==> src/rtl/ex_mem_pipe.sv <==
`default_nettype none
// ============================================================================
//  Module      : ex_mem_pipe
//  Description : EX/MEM pipeline register chain of STAGES entries. Each entry
//                carries valid, WB, M, ALU, WDATA and RD fields. Stage
//                STAGES-1 drives the outputs. The outputs are registered only,
//                so no input has a combinational path to any output.
//                The control fields (valid, WB, M) are zeroed for bubbles.
//                stall_i holds every stage. flush_i clears the control fields
//                of every stage and overrides stall_i. rst_i overrides both.
//
//  Ports       : clk_i, rst_i       - clock; synchronous active-high reset
//                stall_i, flush_i   - hold all stages / kill all in-flight ops
//                valid_i, WB_i, M_i, ALU_i, WDATA_i, RD_i   - input entry
//                valid_o, WB_o, M_o, ALU_o, WDATA_o, RD_o   - last stage
//                stall_cnt_o, flush_cnt_o - saturating performance counters
//
//  Options     : EX_MEM_PIPE_PERF_CNT_EN - when defined, the performance
//                counters are built. When undefined, both counter outputs
//                are tied to zero and no counter flops exist.
//
//  Revision    : 1.0 - initial release
// ============================================================================
module ex_mem_pipe #(
    parameter int WB_W   = 2,
    parameter int M_W    = 3,
    parameter int DATA_W = 32,
    parameter int REG_W  = 5,
    parameter int STAGES = 1   // legal range 1..4
) (
    input  logic              clk_i,
    input  logic              rst_i,
    input  logic              stall_i,
    input  logic              flush_i,
    input  logic              valid_i,
    input  logic [WB_W-1:0]   WB_i,
    input  logic [M_W-1:0]    M_i,
    input  logic [DATA_W-1:0] ALU_i,
    input  logic [DATA_W-1:0] WDATA_i,
    input  logic [REG_W-1:0]  RD_i,
    output logic              valid_o,
    output logic [WB_W-1:0]   WB_o,
    output logic [M_W-1:0]    M_o,
    output logic [DATA_W-1:0] ALU_o,
    output logic [DATA_W-1:0] WDATA_o,
    output logic [REG_W-1:0]  RD_o,
    output logic [15:0]       stall_cnt_o,
    output logic [15:0]       flush_cnt_o
);

    logic              r_valid [STAGES];
    logic [WB_W-1:0]   r_wb    [STAGES];
    logic [M_W-1:0]    r_m     [STAGES];
    logic [DATA_W-1:0] r_alu   [STAGES];
    logic [DATA_W-1:0] r_wdata [STAGES];
    logic [REG_W-1:0]  r_rd    [STAGES];

    always_ff @(posedge clk_i) begin
        if (rst_i) begin
            for (int i = 0; i < STAGES; i++) begin
                r_valid[i] <= 1'b0;
                r_wb[i]    <= '0;
                r_m[i]     <= '0;
                r_alu[i]   <= '0;
                r_wdata[i] <= '0;
                r_rd[i]    <= '0;
            end
        end else if (flush_i) begin
            // Only the control fields are killed. The data fields are left
            // unchanged because a bubble never consumes them.
            for (int i = 0; i < STAGES; i++) begin
                r_valid[i] <= 1'b0;
                r_wb[i]    <= '0;
                r_m[i]     <= '0;
            end
        end else if (!stall_i) begin
            // Gate control at entry so a bubble can never write a register
            // or memory downstream. The data fields still load as presented.
            r_valid[0] <= valid_i;
            r_wb[0]    <= valid_i ? WB_i : '0;
            r_m[0]     <= valid_i ? M_i  : '0;
            r_alu[0]   <= ALU_i;
            r_wdata[0] <= WDATA_i;
            r_rd[0]    <= RD_i;
            for (int i = 1; i < STAGES; i++) begin
                r_valid[i] <= r_valid[i-1];
                r_wb[i]    <= r_wb[i-1];
                r_m[i]     <= r_m[i-1];
                r_alu[i]   <= r_alu[i-1];
                r_wdata[i] <= r_wdata[i-1];
                r_rd[i]    <= r_rd[i-1];
            end
        end
    end

    assign valid_o = r_valid[STAGES-1];
    assign WB_o    = r_wb[STAGES-1];
    assign M_o     = r_m[STAGES-1];
    assign ALU_o   = r_alu[STAGES-1];
    assign WDATA_o = r_wdata[STAGES-1];
    assign RD_o    = r_rd[STAGES-1];

`ifdef EX_MEM_PIPE_PERF_CNT_EN
    logic [15:0] r_stall_cnt;
    logic [15:0] r_flush_cnt;
    logic [15:0] w_nvalid;

    // Sum with clamp. The counters stick at all-ones instead of wrapping.
    function automatic logic [15:0] f_sat_add(input logic [15:0] a,
                                              input logic [15:0] b);
        logic [16:0] s;
        s = {1'b0, a} + {1'b0, b};
        return s[16] ? 16'hFFFF : s[15:0];
    endfunction

    // Number of live entries that a flush on this edge would discard.
    always_comb begin
        w_nvalid = '0;
        for (int i = 0; i < STAGES; i++) begin
            w_nvalid = w_nvalid + {15'd0, r_valid[i]};
        end
    end

    always_ff @(posedge clk_i) begin
        if (rst_i) begin
            r_stall_cnt <= '0;
            r_flush_cnt <= '0;
        end else if (flush_i) begin
            r_flush_cnt <= f_sat_add(r_flush_cnt, w_nvalid);
        end else if (stall_i) begin
            r_stall_cnt <= f_sat_add(r_stall_cnt, 16'd1);
        end
    end

    assign stall_cnt_o = r_stall_cnt;
    assign flush_cnt_o = r_flush_cnt;
`else
    assign stall_cnt_o = 16'd0;
    assign flush_cnt_o = 16'd0;
`endif

endmodule
`default_nettype wire
==> config.mk <==
export PLATFORM = sky130hd
export DESIGN_NAME = ex_mem_pipe
export DESIGN_NICKNAME = d
export VERILOG_FILES = /design/src/rtl/ex_mem_pipe.sv
export SDC_FILE = /design/constraint.sdc
export NUM_CORES = 1
export LEC_CHECK = 0
export BUFFER_PORTS_ARGS = -buffer_cell sky130_fd_sc_hd__buf_2
export CORE_UTILIZATION = 40
export DETAILED_ROUTE_END_ITERATION = 8
export GPL_TIMING_DRIVEN = 1
export HOLD_SLACK_MARGIN = 0.06
export PLACE_DENSITY = 0.83
export RECOVER_POWER = 100
export SYNTH_ARGS = -nofsm -noshare
export SYNTH_HDL_FRONTEND = slang
export SYNTH_SLANG_ARGS = --single-unit
==> constraint.sdc <==
create_clock -name clk_i -period 8.3 [get_ports clk_i]
set_input_delay 2.49 -clock clk_i [delete_from_list [all_inputs] [get_ports clk_i]]
set_output_delay 2.49 -clock clk_i [all_outputs]
set_load 0.02 [all_outputs]
---- After elaboration in Yosys (flattened, before gate mapping) ----
Memories as Yosys holds them, arrays and structs flattened.
Cells that the tools add are included.
word-level totals
  output and inout bits ................... 107
  register bits ........................... 0
  logic and storage cells ................. 44
  RAM bits ................................ 75
  memories kept ........................... 6
memories
  name     depth  bits a word  rd ports  clocked after Yosys merged registers in  wr ports  RTL line  source
  r_alu    1      32           1         0                                        1         54        logic [DATA_W-1:0] r_alu [STAGES];
  r_wdata  1      32           1         0                                        1         55        logic [DATA_W-1:0] r_wdata [STAGES];
  r_rd     1      5            1         0                                        1         56        logic [REG_W-1:0] r_rd [STAGES];
  r_m      1      3            1         0                                        1         53        logic [M_W-1:0] r_m [STAGES];
  r_wb     1      2            1         0                                        1         52        logic [WB_W-1:0] r_wb [STAGES];
  r_valid  1      1            1         0                                        1         51        logic r_valid [STAGES];
cells by class
  muxes and demuxes ....................... 29
  reductions and logical operators ........ 9
operators with widths
  kind               count
  $mux W32           2
  $reduce_or A32 Y1  2
  $mux W1            20
  $mux W3            3
  $mux W2            3
  $reduce_or A3 Y1   2
  $mux W5            1
  $reduce_or A5 Y1   1
  $reduce_or A2 Y1   2
  $reduce_or A1 Y1   2

---- Depth between registers and ports, before layout ----
Gate-level depths: netlist (run 1).
  word-level depth ........................ 6
  mapped depth ............................ 4
  depth with buffers taken out ............ 2

---- Least setup slack after synthesis (run 1) ----
Ideal clock, no wire load.
  path kind ............................... in2reg
  from .................................... input flush_i
  to ...................................... memory r_alu[0][0], enable pin
  arrival time ............................ 5.707 ns
  stages on the path ...................... 1
  library setup time ...................... 0.511 ns
  slack ................................... 2.082 ns
  buffers on the path ..................... 0
  path through ............................ o21bai_1
on the way
  cells in the longest elaborated chain, start to end .. 5
RTL lines
  element                             RTL line  source
  start, declared                     34        input logic flush_i,
  $mux W1 *                           68        end else if (flush_i) begin
  $mux W1 *                           59        if (rst_i) begin
  $mux W1 (implied by the code) *     82        r_alu[0] <= ALU_i;
  $reduce_or A32 Y1 (no source line)  -
  $mux W1 (no source line) *          -
  end, declared                       54
Every way passes the cells marked *; elsewhere a longest branch is shown, timed or not.

---- Final worst setup path (run 1) ----
  from .................................... input flush_i
  to ...................................... memory r_alu[0][12], enable pin
Same word-level chain as after synthesis.

==> out/metrics.cfg, run 1 <==
[clocking]
clk_pin_slew_ns=0.08
cts_setup_buffers=0
numCtsBuffers=9
root_buffer=clkbuf_8
cts_hold_buf=0
cts_buffer_depth=2
cts_tree=built
cts_resized=0
cts_sinks=75
cts-htree-levels=3

[timing]
fmax_mhz=182.6
rsz0062_at_grt=no
slew_violations=140
min_period_ns=5.475
finalCritPeriodShare=0.6596
slew_headroom=-1.334
final-setup-viol-count=0
setup-tns-final_ns=0
worst_slew_pin_slew_ns=3.501
finalHoldViolCount=0

[yosys]
yosysMostFrequentCell=edfxtp_1
synth-edff-count=75
syn-cell-area_mm2=0.003083
synthAdderAreaFrac=0
synthTopCellsByCount=edfxtp_1 (75), and2_1 (58), buf_4 (32), and2_2 (16), clkbuf_2 (5)
synthCells=193
yosys-top-cells-area=edfxtp_1 (73%), and2_1 (12%), buf_4 (7.8%)
synthMuxAreaShare=0
synth_top_family_by_area=simple AND/OR/NAND/NOR gates
ys_dominant_reg_cell=edfxtp_1
synth-async-reset-ratio=0
yosys.area.top_type_share=0.7305
avgSynthCellArea_um2=15.97
yosys_warnings=0
synth_xor_area_frac=0
synth_compound_area_frac=0.002435
synth_top_cell_by_area=edfxtp_1
ys_types=11
synthSimpleGateAreaFrac=0.1725
ys_ff_latch=75
ys_seq_area_frac=0.7305

[worst_hold_path]
min_path_cells=2
hold_path.startpoint=ALU_i[10]
hold_end=r_alu[0][10]
hold_path_class=in -> reg

[global_route]
grt_max_degree=70
antenna_found_initial=0
grt_pass1_vias=1808
grt_pass1_wl_um=9294
gr-usage-all-layers=0.1546
overflow=0

[setup_path]
cp_slowest_cell=clkbuf_1
cp-start-kind=input port
cp_data_required_time_ns=8.17
cp_data_arrival_time_ns=5.34
cp-end-kind=flip-flop
crit_fanout=69
max_stage_delay_ns=2.46
path_cells=clkbuf_1 > o21bai_4 > clkbuf_1
path_class=in -> reg
cp_common_cell=clkbuf_1

[flow_run]
cap_violations=2

[routing]
vias=1909
wl_per_cell_um=13.61
ant_nets=0
drt-total-wl_um=6192
dr.pass1.iters=4
drc=0
via_per_inst=4.196
drt_iter0_drc=31

[floorplanning]
rows=31
fp.dieW_um=89.79
die_area_mm2=0.008062
initial_utilization=0.4183
io_pins=186
core_area_mm2=0.007370
die_h_um=89.79

[finish]
final_nets=430
drive_gt1_frac=0.3090
stdcell_count=455
synthToLayoutAreaGrowth_pct=27.35
n_antenna_cell=0

[power]
peakVddDrop_mv=0.07159
p_leak_nw=1.577
p_per_area_mw_per_mm2=221.6

[placed_design]
place_inst=439
post-dp-hpwl_um=4544
port_buffers=153
routabilityCongestion=0.7090

[outcome]
outcome=finished with violations
violations=max-capacitance violations, max-slew violations

[critical path: cells and delay by family]
family	cells	cell delay, ns
AO/OA/AOI/OAI	1	0.16
buffers and inverters	2	2.62
[worst max-delay path by stage]
stage | start | end | cells after the start
after floorplan | flush_i | r_alu[0][0] | 1
after global placement | flush_i | r_alu[0][29] | 3
after detailed placement | flush_i | r_alu[0][21] | 3
after CTS | flush_i | r_alu[0][19] | 3
after global routing | flush_i | r_alu[0][12] | 3
final | flush_i | r_alu[0][12] | 3
[power by group]
group | total [mW] | internal (mW) | switching (mW)
clock network | 0.302 | 0.170 | 0.132
registers | 0.458 | 0.450 | 0.00841
logic | 0.110 | 0.0295 | 0.0807
[layout make-up]
cell class,count,area [µm²]
Fill cell,674,3443
Sequential cell,75,2252
Multi-Input combinational cell,110,655.6
Timing Repair Buffer,155,678.2
Clock inverter,6,88.84
Tap cell,99,123.9
Clock buffer,10,127.6
[routing by layer]
metal / global-route usage / routed length, µm / up-vias
met1: 0.1639 / 2289 / 867
met3: 0.05245 / 584 / 8
li1: - / - / 907
met4: 0.07923 / 109 / 0
met2: 0.2724 / 3209 / 127
met5: 0 / 0 / -
[flip-flops by register name (all words and copies together), names as in the netlist]
signal,flops
r_m,3
r_rd,5
r_valid,1
r_alu,32
r_wb,2
r_wdata,32
[kinds of logic after synthesis]
group	Yosys count
buffers and inverters	39
and+or+nand+nor	77
other	1
DFF	75
AOI/OAI and AO/OA	1
[per-stage QoR]
step                      hold WS [ns]  total power [mW]  area, µm²    util  worst slack [ns]
after floorplan                  2.688            0.5469       3199       -             2.082
after global placement           2.766            0.5815       3827  0.5194             4.452
after detailed placement         2.771            0.5846       3827  0.5194             4.418
after CTS                        2.406            0.8836       4044  0.5487             4.791
after global routing             2.407            0.8998       3926  0.5328             2.507
final                            2.423            0.8702       3926  0.5328             2.825
[layout by cell type, fill, tap and decap left out]
cell / instances
and2_1: 18
o21bai_4: 1
and2_2: 16
clkinvlp_4: 1
buf_2: 77
bufinv_16: 2
edfxtp_1: 75
clkinv_4: 1
and2_0: 40
conb_1: 32
or3b_2: 1
clkbuf_8: 9
nor4b_1: 1
inv_6: 1
clkinv_1: 1
clkbuf_1: 79
nor3_4: 1
No activity file was read; power rests on OpenSTA's default activity.
==> run 2, diff against run 1 <==
ABC_AREA = 1   (was default)
PLACE_DENSITY = 0.82   (was 0.83)
clock period = 5.1 ns   (was 8.3 ns; I/O delays follow)
==> run 2 against run 1 <==
The run still ends with max-capacitance violations, max-slew violations left. Non-clock buffer count fell by 1. Critical path depth did not move. Cell count rose by 17%. Cell area rose by 2.0%. Wire length fell by 3.1%. Clock power rose by 64%.
==> out/metrics.cfg, run 2 <==
[timing]
worst_slew_pin_slew_ns=1.695
finalHoldViolCount=0
hold_ws_ns=1.478
finalCritPeriodShare=0.6210
final-setup-viol-count=0
slew_headroom=-0.1298
min_period_ns=3.167
rsz0062_at_grt=no
fmax_mhz=315.8
setup-tns-final_ns=0
slew_violations=70

[finish]
fin_util=0.5181
synthToLayoutAreaGrowth_pct=25.59
final_nets=507
final_common_cell=buf_2
n_antenna_cell=0
reg_top3=r_alu (32), r_wdata (32), r_rd (5)
layout_common_cells=buf_2 (77), inv_1 (76), clkbuf_1 (76), edfxtp_1 (75), nor2_1 (73)
drive_gt1_frac=0.2269

[floorplanning]
die_area_mm2=0.008331
rows=32
core_area_mm2=0.007727
die_h_um=91.28
io_pins=186
initial_utilization=0.4126
fp.dieW_um=91.28

[yosys]
synthTopCellsByCount=inv_1 (76), edfxtp_1 (75), nor2_1 (69), buf_4 (32)
synth_top_cell_by_area=edfxtp_1
synth_top_family_by_area=buffers and inverters
avgSynthCellArea_um2=11.76
synth_compound_area_frac=0.001570
ys_dominant_reg_cell=edfxtp_1
synth-async-reset-ratio=0
ys_seq_area_frac=0.7064
synthSimpleGateAreaFrac=0.1013
synthAdderAreaFrac=0
synthMuxAreaShare=0
yosys-top-cells-area=edfxtp_1 (71%), inv_1 (8.9%), nor2_1 (8.1%)
synth_xor_area_frac=0
yosysMostFrequentCell=inv_1
yosys_warnings=0
yosys.area.top_type_share=0.7064
ys_types=11
synth-edff-count=75
synthCells=271
syn-cell-area_mm2=0.003188
ys_ff_latch=75

[power]
peakVddDrop_mv=0.1274
p_leak_nw=1.963
p_total_mw=1.431
p_per_area_mw_per_mm2=357.5

[setup_path]
path_class=in -> reg
cp_data_required_time_ns=5.04
max_stage_delay_ns=1.21
cp-start-kind=input port
cp_slowest_cell=clkbuf_2
cp_data_arrival_time_ns=3.10
path_cells=clkbuf_1 > o21ai_4 > clkbuf_2
cp-end-kind=flip-flop
crit_fanout=69

[clocking]
cts_hold_buf=0
cts_sinks=75
cts_resized=0
cts_setup_buffers=0
clk_pin_slew_ns=0.08
numCtsBuffers=9
cts_buffer_depth=2
cts_tree=built
cts-htree-levels=3
root_buffer=clkbuf_8

[global_route]
grt_max_degree=71
antenna_found_initial=0
overflow=0
grt_pass1_vias=2148
grt_pass1_wl_um=9377
gr-usage-all-layers=0.1480

[routing]
drc=0
ant_nets=0
wl_per_cell_um=11.23
drt-total-wl_um=5999
dr.pass1.iters=4
drt_iter0_drc=55
via_per_inst=4.054
vias=2165

[outcome]
outcome=finished with violations
violations=max-capacitance violations, max-slew violations

[placed_design]
routabilityCongestion=0.7090
port_buffers=153
post-dp-hpwl_um=4174

[worst_hold_path]
hold_path_class=in -> reg

[flow_run]
cap_violations=1

## run 2: cell types whose count changed in the layout (fill, tap and decap cells not counted), moves of 3 or more
| cell | change |
|---|---|
| and2_1 | -18 |
| nor2_1 | +73 |
| and2_0 | -40 |
| nor2_2 | +3 |
| clkbuf_1 | -3 |
| and2_2 | -16 |
| inv_1 | +76 |
## run 2: kinds of logic (layout without fill, tap and decap cells)
| logic type | Yosys count | in the layout |
|---|---|---|
| buf+inv | 115 | 245 |
| simple gates | 79 | 79 |
| flops | 75 | 75 |
| other cells | 1 | 32 |
| compound gates | 1 | 1 |
## run 2: area by class of cell
type | count | area [µm²]
clock buffer | 9 | 123.9
clock inverter | 6 | 90.09
fill | 774 | 3724
inverter | 76 | 285.3
multi-input combinational | 112 | 449.2
sequential | 75 | 2252
tap | 102 | 127.6
timing repair buffer | 154 | 675.6
## run 2: routing by layer
metal  track usage  up-vias  wire [µm]
li1              -     1061          -
met1        0.1503      960       2333
met2        0.2677      137       2960
met3       0.06198        7        634
met4       0.05820        0         70
met5             0        -          0
## run 2: path summary, 6_finish.rpt
| check | start | slack (ns) | end | depth (start not counted) |
|---|---|---|---|---|
| setup / recovery | flush_i | 1.93 | r_alu[0][23] | 3 |
| hold / removal | WDATA_i[16] | 1.48 | r_wdata[0][16] | 3 |
## run 2: through the flow
step / cell area (µm²) / cells / worst slack, ns
4_1_cts: 4111 / 534 / 2.462
6_report: 4004 / 534 / 1.933
3_5_place_dp: 3897 / 519 / 2.090
5_1_grt: 4004 / 534 / 1.798
3_3_place_gp: 3897 / 519 / 2.166
2_1_floorplan: 3308 / 302 / 1.310
## run 2: power by group
| part | switching [mW] | internal, mW | total (mW) |
|---|---|---|---|
| Clock | 0.222 | 0.275 | 0.496 |
| Combinational | 0.142 | 0.0477 | 0.190 |
| Sequential | 0.0137 | 0.731 | 0.745 |
| Total | 0.378 | 1.05 | 1.43 |
## run 2: worst max-delay path: cells and delay by family
family          cells  cell delay [ns]
compound gates      1             0.15
buf+inv             2             1.34
==> run 3, diff against run 2 <==
ABC_AREA = 0   (was 1)
CORE_UTILIZATION = 39   (was 40)
PLACE_DENSITY = 0.84   (was 0.82)
clock period = 2.6 ns   (was 5.1 ns; I/O delays follow)
==> run 3 against run 2 <==
The run now ends clean. Clock-buffer cell count is the same. Worst hold slack lost 0.77 ns. Wire length shrank 7.1%. Critical path depth grew 1. Sequential power grew 96%. Total power grew 84%. First-iteration DRC count shrank 31%. Sequential share of layout area grew 1.5 points. Sequential cell count is the same. Combinational power grew 83%. Via count shrank 13%. Die area shrank 0.80%. Critical endpoint unchanged. Highest routed layer unchanged.
==> out/metrics.cfg, run 3 (synthesis gave the netlist of run 1 again) <==
[outcome]
outcome=completed

[finish]
final_nets=430
fin_area_mm2=0.003902
synthToLayoutAreaGrowth_pct=26.58
final_common_cell=buf_2
drive_gt1_frac=0.3127
reg_top3=r_alu (32), r_wdata (32), r_rd (5)
layout_common_cells=buf_2 (77), clkbuf_1 (76), edfxtp_1 (75), and2_0 (32), conb_1 (32)

[placed_design]
dpl-instance-area_mm2=0.003844
post-dp-hpwl_um=3898
port_buffers=153
routabilityCongestion=0.6521

[setup_path]
path_buf_inv=2
path_class=in -> reg
cp_data_arrival_time_ns=2.07
max_stage_delay_ns=0.53
critPathTopFamily=buffers and inverters
path_cells=clkbuf_1 > nor3_4 > clkbuf_2 > and2_2
crit_fanout=69
cp_slowest_cell=clkbuf_2
cp_data_required_time_ns=2.69
cp-end-kind=flip-flop
cp-start-kind=input port

[timing]
final-setup-viol-count=0
worst_slew_pin_slew_ns=0.9155
slew_headroom=0.3897
finalHoldViolCount=0
slew_violations=0
min_period_ns=1.986
finalCritPeriodShare=0.7639
hold_ws_ns=0.7114
setup-tns-final_ns=0
rsz0062_at_grt=no
fmax_mhz=503.5

[power]
peakVddDrop_mv=0.3622
p_per_area_mw_per_mm2=675.7
seqPwrFrac=0.552
p_clk_frac=0.316
switchingPower_mw=0.6817
intPower_mw=1.955
combinationalPowerShare=0.132
p_leak_nw=1.573
p_sw_frac=0.2585

[floorplanning]
rows=32
initial_utilization=0.4010
fp.dieW_um=90.91
core_area_mm2=0.007687
die_h_um=90.91
die_area_mm2=0.008265
io_pins=186

[routing]
drt-total-wl_um=5573
ant_nets=0
drc=0
vias=1877
via_per_inst=4.098
wl_per_cell_um=12.17
dr.pass1.iters=4
drt_iter0_drc=38

[clocking]
cts_tree=built
cts_sinks=75
root_buffer=clkbuf_8
cts-htree-levels=3
cts_buffer_depth=2
cts_hold_buf=0
numCtsBuffers=9
cts_resized=0
cts_setup_buffers=0
clk_pin_slew_ns=0.08

[global_route]
overflow=0
grt_pass1_vias=1759
antenna_found_initial=1
grt_max_degree=70
gr-usage-all-layers=0.1349
grt_pass1_wl_um=8335

[worst_hold_path]
hold_path_class=in -> reg

[flow_run]
cap_violations=0

## run 3: final timing paths
kind	slack [ns]	depth (start not counted)	from	end
max	0.61	4	stall_i	r_alu[0][23]
min	0.71	2	WDATA_i[3]	r_wdata[0][3]
## run 3: layout make-up
type                       count  area, µm²
fill                         720       3785
sequential                    75       2252
timing repair buffer         155      683.2
multi-input combinational    110      655.6
tap                          102      127.6
clock buffer                   9      123.9
clock inverter                 6      57.56
antenna                        1      2.502
## run 3: layer usage
layer	wire length (µm)	up-vias	share of wire	track usage
li1	-	907	-	-
met1	2107	846	0.38	0.1456
met2	2805	116	0.50	0.2273
met3	555	8	0.10	0.05387
met4	104	0	0.019	0.07143
met5	0	-	0	0
## run 3: power by group through the flow
stage | sequential, mW | combinational, mW | clock, mW
2_1_floorplan | 1.61 | 0.131 | 0
3_3_place_gp | 1.48 | 0.379 | 0
3_5_place_dp | 1.48 | 0.382 | 0
4_1_cts | 1.45 | 0.383 | 0.859
5_1_grt | 1.46 | 0.372 | 0.902
6_report | 1.46 | 0.347 | 0.833
## run 3: per-stage QoR
stage / power, mW / setup slack (ns) / utilization / std cells
6_report: 2.637 / 0.6138 / 0.5077 / 458
5_1_grt: 2.739 / 0.4383 / 0.5073 / 457
4_1_cts: 2.695 / 0.8965 / 0.5236 / 457
3_5_place_dp: 1.862 / 0.6742 / 0.5000 / 442
3_3_place_gp: 1.854 / 0.7027 / 0.5000 / 442
2_1_floorplan: 1.742 / 0.3319 / - / 224
